==> config.mk <==
export PLATFORM = sky130hd
export DESIGN_NAME = pol_rom_loader
export DESIGN_NICKNAME = d
export VERILOG_FILES = /design/src/rtl/pol_rom_loader.sv
export SDC_FILE = /design/constraint.sdc
export NUM_CORES = 1
export LEC_CHECK = 0
export ABC_AREA = 1
export BUFFER_PORTS_ARGS = -buffer_cell sky130_fd_sc_hd__clkbuf_2
export CORE_UTILIZATION = 47
export DETAILED_ROUTE_END_ITERATION = 10
export GPL_ROUTABILITY_DRIVEN = 0
export GPL_TIMING_DRIVEN = 0
export PLACE_DENSITY = 0.82
export SETUP_SLACK_MARGIN = 0.4
export SLEW_MARGIN = 30
export SYNTH_ARGS = -nofsm -noshare
export SYNTH_HDL_FRONTEND = slang
export SYNTH_SLANG_ARGS = --single-unit
==> constraint.sdc <==
create_clock -name clk -period 6.8 [get_ports clk]
set_input_delay 0.68 -clock clk [delete_from_list [all_inputs] [get_ports clk]]
set_output_delay 0.68 -clock clk [all_outputs]
set_load 0.05 [all_outputs]
==> src/rtl/pol_rom_loader.sv <==
// Streams NUM_WORDS polynomial constants from a registered-output ROM into a BRAM window.
// Optional build macro POL_LOADER_CHECKSUM_EN adds a running XOR of all written words.
module pol_rom_loader #(
  parameter int NUM_WORDS = 52,
  parameter int ROM_AW    = 7,
  parameter int DATA_W    = 64,
  parameter int BRAM_AW   = 9,
  parameter int BASE_ADDR = 0
) (
  input  logic               clk,
  input  logic               rst_n,
  input  logic               start,
  output logic               busy,
  output logic               done,
  output logic [ROM_AW-1:0]  rom_addr,
  input  logic [DATA_W-1:0]  rom_data,
  output logic               bram_we,
  output logic [BRAM_AW-1:0] bram_addr,
  output logic [DATA_W-1:0]  bram_din,
  input  logic               bram_ready,
  output logic [DATA_W-1:0]  checksum
);

  localparam int IW = (NUM_WORDS < 2) ? 1 : $clog2(NUM_WORDS + 1);

  typedef enum logic [1:0] {S_IDLE, S_RUN, S_DRAIN, S_DONE} state_t;

  state_t              r_state, w_state_nxt;
  logic                r_vld_p0, r_vld_p1;
  logic                r_out_vld, r_skid_vld;
  logic [DATA_W-1:0]   r_out_data, r_skid_data;
  logic [IW-1:0]       r_rd_idx, r_wr_idx;
  logic [ROM_AW-1:0]   r_rom_addr;
  logic                w_start_acc, w_acc, w_slot, w_issue, w_last_acc;
  logic [2:0]          w_inflight;
  logic                w_out_vld_nxt, w_skid_vld_nxt;
  logic [DATA_W-1:0]   w_out_data_nxt, w_skid_data_nxt, w_din;

  // The returning ROM word is presented directly; the output register only holds a stalled word.
  assign w_start_acc = start && (r_state == S_IDLE);
  assign bram_we     = r_out_vld | r_vld_p1;
  assign w_din       = r_out_vld ? r_out_data : rom_data;
  assign bram_din    = bram_we ? w_din : '0;
  assign bram_addr   = bram_we ? (BRAM_AW'(BASE_ADDR) + BRAM_AW'(r_wr_idx)) : '0;
  assign w_acc       = bram_we && bram_ready;
  assign w_last_acc  = w_acc && (r_wr_idx == IW'(NUM_WORDS - 1));
  assign rom_addr    = r_rom_addr;

  // Every issued, unaccepted word must fit in output + skid once it returns.
  assign w_inflight = 3'(r_vld_p0) + 3'(r_vld_p1) + 3'(r_out_vld) + 3'(r_skid_vld);
  assign w_slot     = (w_inflight - 3'(w_acc)) < 3'd2;
  assign w_issue    = (r_state == S_RUN) && w_slot;

  always_ff @(posedge clk or negedge rst_n) begin
    if (!rst_n) r_state <= S_IDLE;
    else        r_state <= w_state_nxt;
  end

  always_comb begin
    w_state_nxt = r_state;
    case (r_state)
      S_IDLE:  if (start) w_state_nxt = (NUM_WORDS == 1) ? S_DRAIN : S_RUN;
      S_RUN:   if (w_issue && (r_rd_idx == IW'(NUM_WORDS - 1))) w_state_nxt = S_DRAIN;
      S_DRAIN: if (w_last_acc) w_state_nxt = S_DONE;
      S_DONE:  w_state_nxt = S_IDLE;
      default: w_state_nxt = S_IDLE;
    endcase
  end

  always_comb begin
    busy = (r_state == S_RUN) || (r_state == S_DRAIN);
    done = (r_state == S_DONE);
  end

  always_comb begin
    w_out_vld_nxt   = r_out_vld;
    w_out_data_nxt  = r_out_data;
    w_skid_vld_nxt  = r_skid_vld;
    w_skid_data_nxt = r_skid_data;
    if (w_acc) begin
      if (r_skid_vld) begin
        w_out_data_nxt = r_skid_data;
        w_skid_vld_nxt = 1'b0;
      end else if (r_out_vld) begin
        w_out_vld_nxt  = r_vld_p1;
        w_out_data_nxt = rom_data;
      end else begin
        w_out_vld_nxt  = 1'b0;
      end
    end else if (r_vld_p1) begin
      if (r_out_vld) begin
        w_skid_vld_nxt  = 1'b1;
        w_skid_data_nxt = rom_data;
      end else begin
        w_out_vld_nxt   = 1'b1;
        w_out_data_nxt  = rom_data;
      end
    end
  end

  // p0: address in front of the ROM, p1: ROM word on rom_data
  always_ff @(posedge clk or negedge rst_n) begin
    if (!rst_n) begin
      r_vld_p0   <= 1'b0;
      r_vld_p1   <= 1'b0;
      r_out_vld  <= 1'b0;
      r_skid_vld <= 1'b0;
      r_rd_idx   <= '0;
      r_wr_idx   <= '0;
      r_rom_addr <= '0;
    end else begin
      r_vld_p0   <= w_start_acc | w_issue;
      r_vld_p1   <= r_vld_p0;
      r_out_vld  <= w_out_vld_nxt;
      r_skid_vld <= w_skid_vld_nxt;
      if (w_start_acc) begin
        r_rom_addr <= '0;
        r_rd_idx   <= IW'(1);
        r_wr_idx   <= '0;
      end else begin
        if (w_issue) begin
          r_rom_addr <= ROM_AW'(r_rd_idx);
          r_rd_idx   <= r_rd_idx + IW'(1);
        end
        if (w_acc) r_wr_idx <= r_wr_idx + IW'(1);
      end
    end
  end

  always_ff @(posedge clk) begin
    r_out_data  <= w_out_data_nxt;
    r_skid_data <= w_skid_data_nxt;
  end

`ifdef POL_LOADER_CHECKSUM_EN
  logic [DATA_W-1:0] r_checksum;

  always_ff @(posedge clk or negedge rst_n) begin
    if (!rst_n)           r_checksum <= '0;
    else if (w_start_acc) r_checksum <= '0;
    else if (w_acc)       r_checksum <= r_checksum ^ bram_din;
  end

  assign checksum = r_checksum;
`else
  assign checksum = '0;
`endif

endmodule

==> run metrics <==
setup TNS=0 ns; HP Class=in -> async; part of the power in combinational logic=53.1%; Flop pwr share=28.4%; gr usage total=22.04%; drc violations=0; post-DP HPWL=13400 um; Int Power=2744 uW; post-CTS sizing=0; # diodes=0; wirelength, routed=roughly 19000 um; top_reg_cell synth=edfxtp_1; total power=5215 uW; P&R area growth vs syn=25.75%; FILL cells=roughly 1400; RSZ-0062 raised after global routing=false; grt total ovfl=0; Required @ worst endpoint=7.11 ns; Multi-input gate area=2978 um^2; routed via count=6106; Sw Ratio=47.39%; Die H=about 130 um; dpl cells=approximately 1200; Synth top area share=between 40% and 50%; Slew @ Worst Pin=approximately 0.70 ns; Syn Area/Cell=10.97 um^2; WP data arrival=3.94 ns; DRT Pass-1 Iters=7; Post-CTS Setup Bufs=0; Die Wd=132.6 um; root buffer cell=clkbuf_16; first-pass GRT wire length=30180 um; crit share post-route=53.35%; Leak=0.004293 uW; Vias per Instance=5.059; Netlist cell types=29; CTS clk-pin slew, worst paths=0.06 ns; core area=16640 um^2; Post-Synthesis Cell Area=~8000 um^2; Layout Cells excl Fill=1207; flip-flop and latch area=4444 um^2; clock network fraction of total power=18.6%; Yosys Warn Count=0; hold buffer count at CTS=0; worst setup path class=reg -> reg; Clock Path Buffers=2; largest net degree at the start of global routing=25; FP Rows=47; worst reg2reg path startpoint=r_out_vld; Skew-Pair Late Insertion Delay=0.42 ns; CTS tree=built; Syn Inst Count=730; Routed Antenna Nets=0; Post-synth EDFFs=128; Slew Limit Fails=0; clock sink count=152; H-tree lvl count=4; async set-reset flop share out of synthesis=15.79%; maxcap violations=0; Die Area=17570 um^2; CP max FO=10; crit start category=flop; DR WL/cell=15.72 um; reg2reg end=r_state[1]; layout cells sized above 1=between 30% and 40%; Synth area leader=edfxtp_1; Nets=1053; Reg2Reg Setup Slack=3.17 ns; most frequent cells in the layout=clkbuf_2, edfxtp_1, buf_4; Final Hold Vio Count=0; switching component of the power=2471 uW; element type at the critical path end=flop; maximum vdd drop=0.3555 mV; commonest non-fill, non-tap cell in the layout=clkbuf_2; initial antenna violation count=0; status=finished clean; I/O pin cnt=215; Slew headroom=between 50% and 60%; fmax=about 280 MHz; Initial Utilization=48.14%; Yosys reg bits=152; vias in the first global route=5968; leading post-synthesis cells by cell area=edfxtp_1, mux2i_1, buf_4; Final Setup Violations=0; post-layout util=between 60% and 70%; Register-to-Register Path Depth=18; register area share after synthesis=55.47%; Clock Skews=0.008079 ns; crit path time final=3.628 ns; DRT iter0 DRCs=344; pwr/cell area=517.6 nW/um^2; TritonCTS buffer count=17; IO buf count=146
[Yosys cell counts (7+ instances only)]
master and count:
edfxtp_1 128, buf_4 82, nor2_1 81, o21ai_1 73
o211ai_1 64, mux2i_1 62, or2_1 46, nand2_1 39
inv_1 29, clkbuf_1 24, dfrtp_1 24, or2_2 17
ha_1 9, nand3_1 9, o21ai_0 9, a21oi_1 7
[metal layers]
metal | global-route usage [%] | up-vias | share of wire [%]
met4 | 8.238 | 0 | 1.5
met2 | 37.25 | 203 | 50
li1 | - | 2960 | -
met1 | 27.97 | 2917 | 43
met5 | 0 | - | 0
met3 | 4.406 | 26 | 5.7
[power groups by stage]
stage | combinational (uW) | sequential [uW] | clock, uW
after floorplan | 2050 | 1530 | 0
final | 2770 | 1480 | 967
after global placement | 2640 | 1550 | 0
after CTS | 2770 | 1480 | 983
after global routing | 2970 | 1510 | 1010
after detailed placement | 2770 | 1500 | 0
[flip-flops by register name, indices dropped and copies added (netlist names)]
register,flops
r_skid_vld,1
rom_addr,6
r_wr_idx,6
r_skid_data,64
r_rd_idx,6
r_out_data,64
r_vld_p0,1
r_state,2
r_out_vld,1
r_vld_p1,1
[how the worst max path moves through the flow]
stage	to	start	depth (start not counted)	slack, ns
detailed placement	r_state[1]	bram_ready	19	2.86
finish	r_state[1]	r_out_vld	18	3.17
CTS	r_state[1]	r_out_vld	18	3.15
global route	r_state[0]	r_vld_p1	18	2.93
global placement	r_out_data[37]	bram_ready	3	-1.85
floorplan	r_out_data[0]	bram_ready	2	0.93
[final cells by class]
cell class                      count  area share (%)
Buffer                            111           7.315
Clock buffer                       28           5.986
Clock inverter                      4          0.2111
Inverter                           32           1.192
Multi-Input combinational cell    502           29.56
Sequential cell                   152           44.11
Tap cell                          220           2.732
Timing Repair Buffer              158           8.892
[worst max-delay path: stages, from the launching register on]
cell and delay, ns:
dfrtp_1 0.41, nor2_4 0.40, nor2_8 0.12, buf_6 0.19, buf_2 0.20, ha_1 0.30, fa_1 0.43, inv_1 0.06
nand2_1 0.06, fa_1 0.48, nand2_1 0.05, inv_1 0.04, nand2_1 0.05, nor2_2 0.29, nand2_1 0.10, nand2_1 0.11
nand3_1 0.10, nand2_1 0.07, nand2_1 0.05
[through the flow]
| stage | cell area (um^2) | setup WS, ns | hold slack [ns] |
|---|---|---|---|
| after global placement | 9269 | -1.848 | 0.3637 |
| after global routing | 10070 | 2.933 | 0.2965 |
| final | 10070 | 3.172 | 0.2552 |
| after detailed placement | 9450 | 2.865 | 0.3634 |
| after CTS | 10070 | 3.154 | 0.2701 |
| after floorplan | 8263 | 0.9267 | 0.3540 |
[cells by family (layout without fill, tap and decap cells)]
family / after synthesis / after routing / share of synthesized area (%)
simple gates: 205 / 205 / 12.28
compound gates: 155 / 155 / 11.74
flops: 152 / 152 / 55.47
buf+inv: 143 / 333 / 10.70
mux: 62 / 62 / 7.746
fa+ha+maj: 11 / 11 / 1.905
other cells: 1 / 68 / 0.04681
xor+xnor: 1 / 1 / 0.1093
Power figures use the tool's default switching activity.
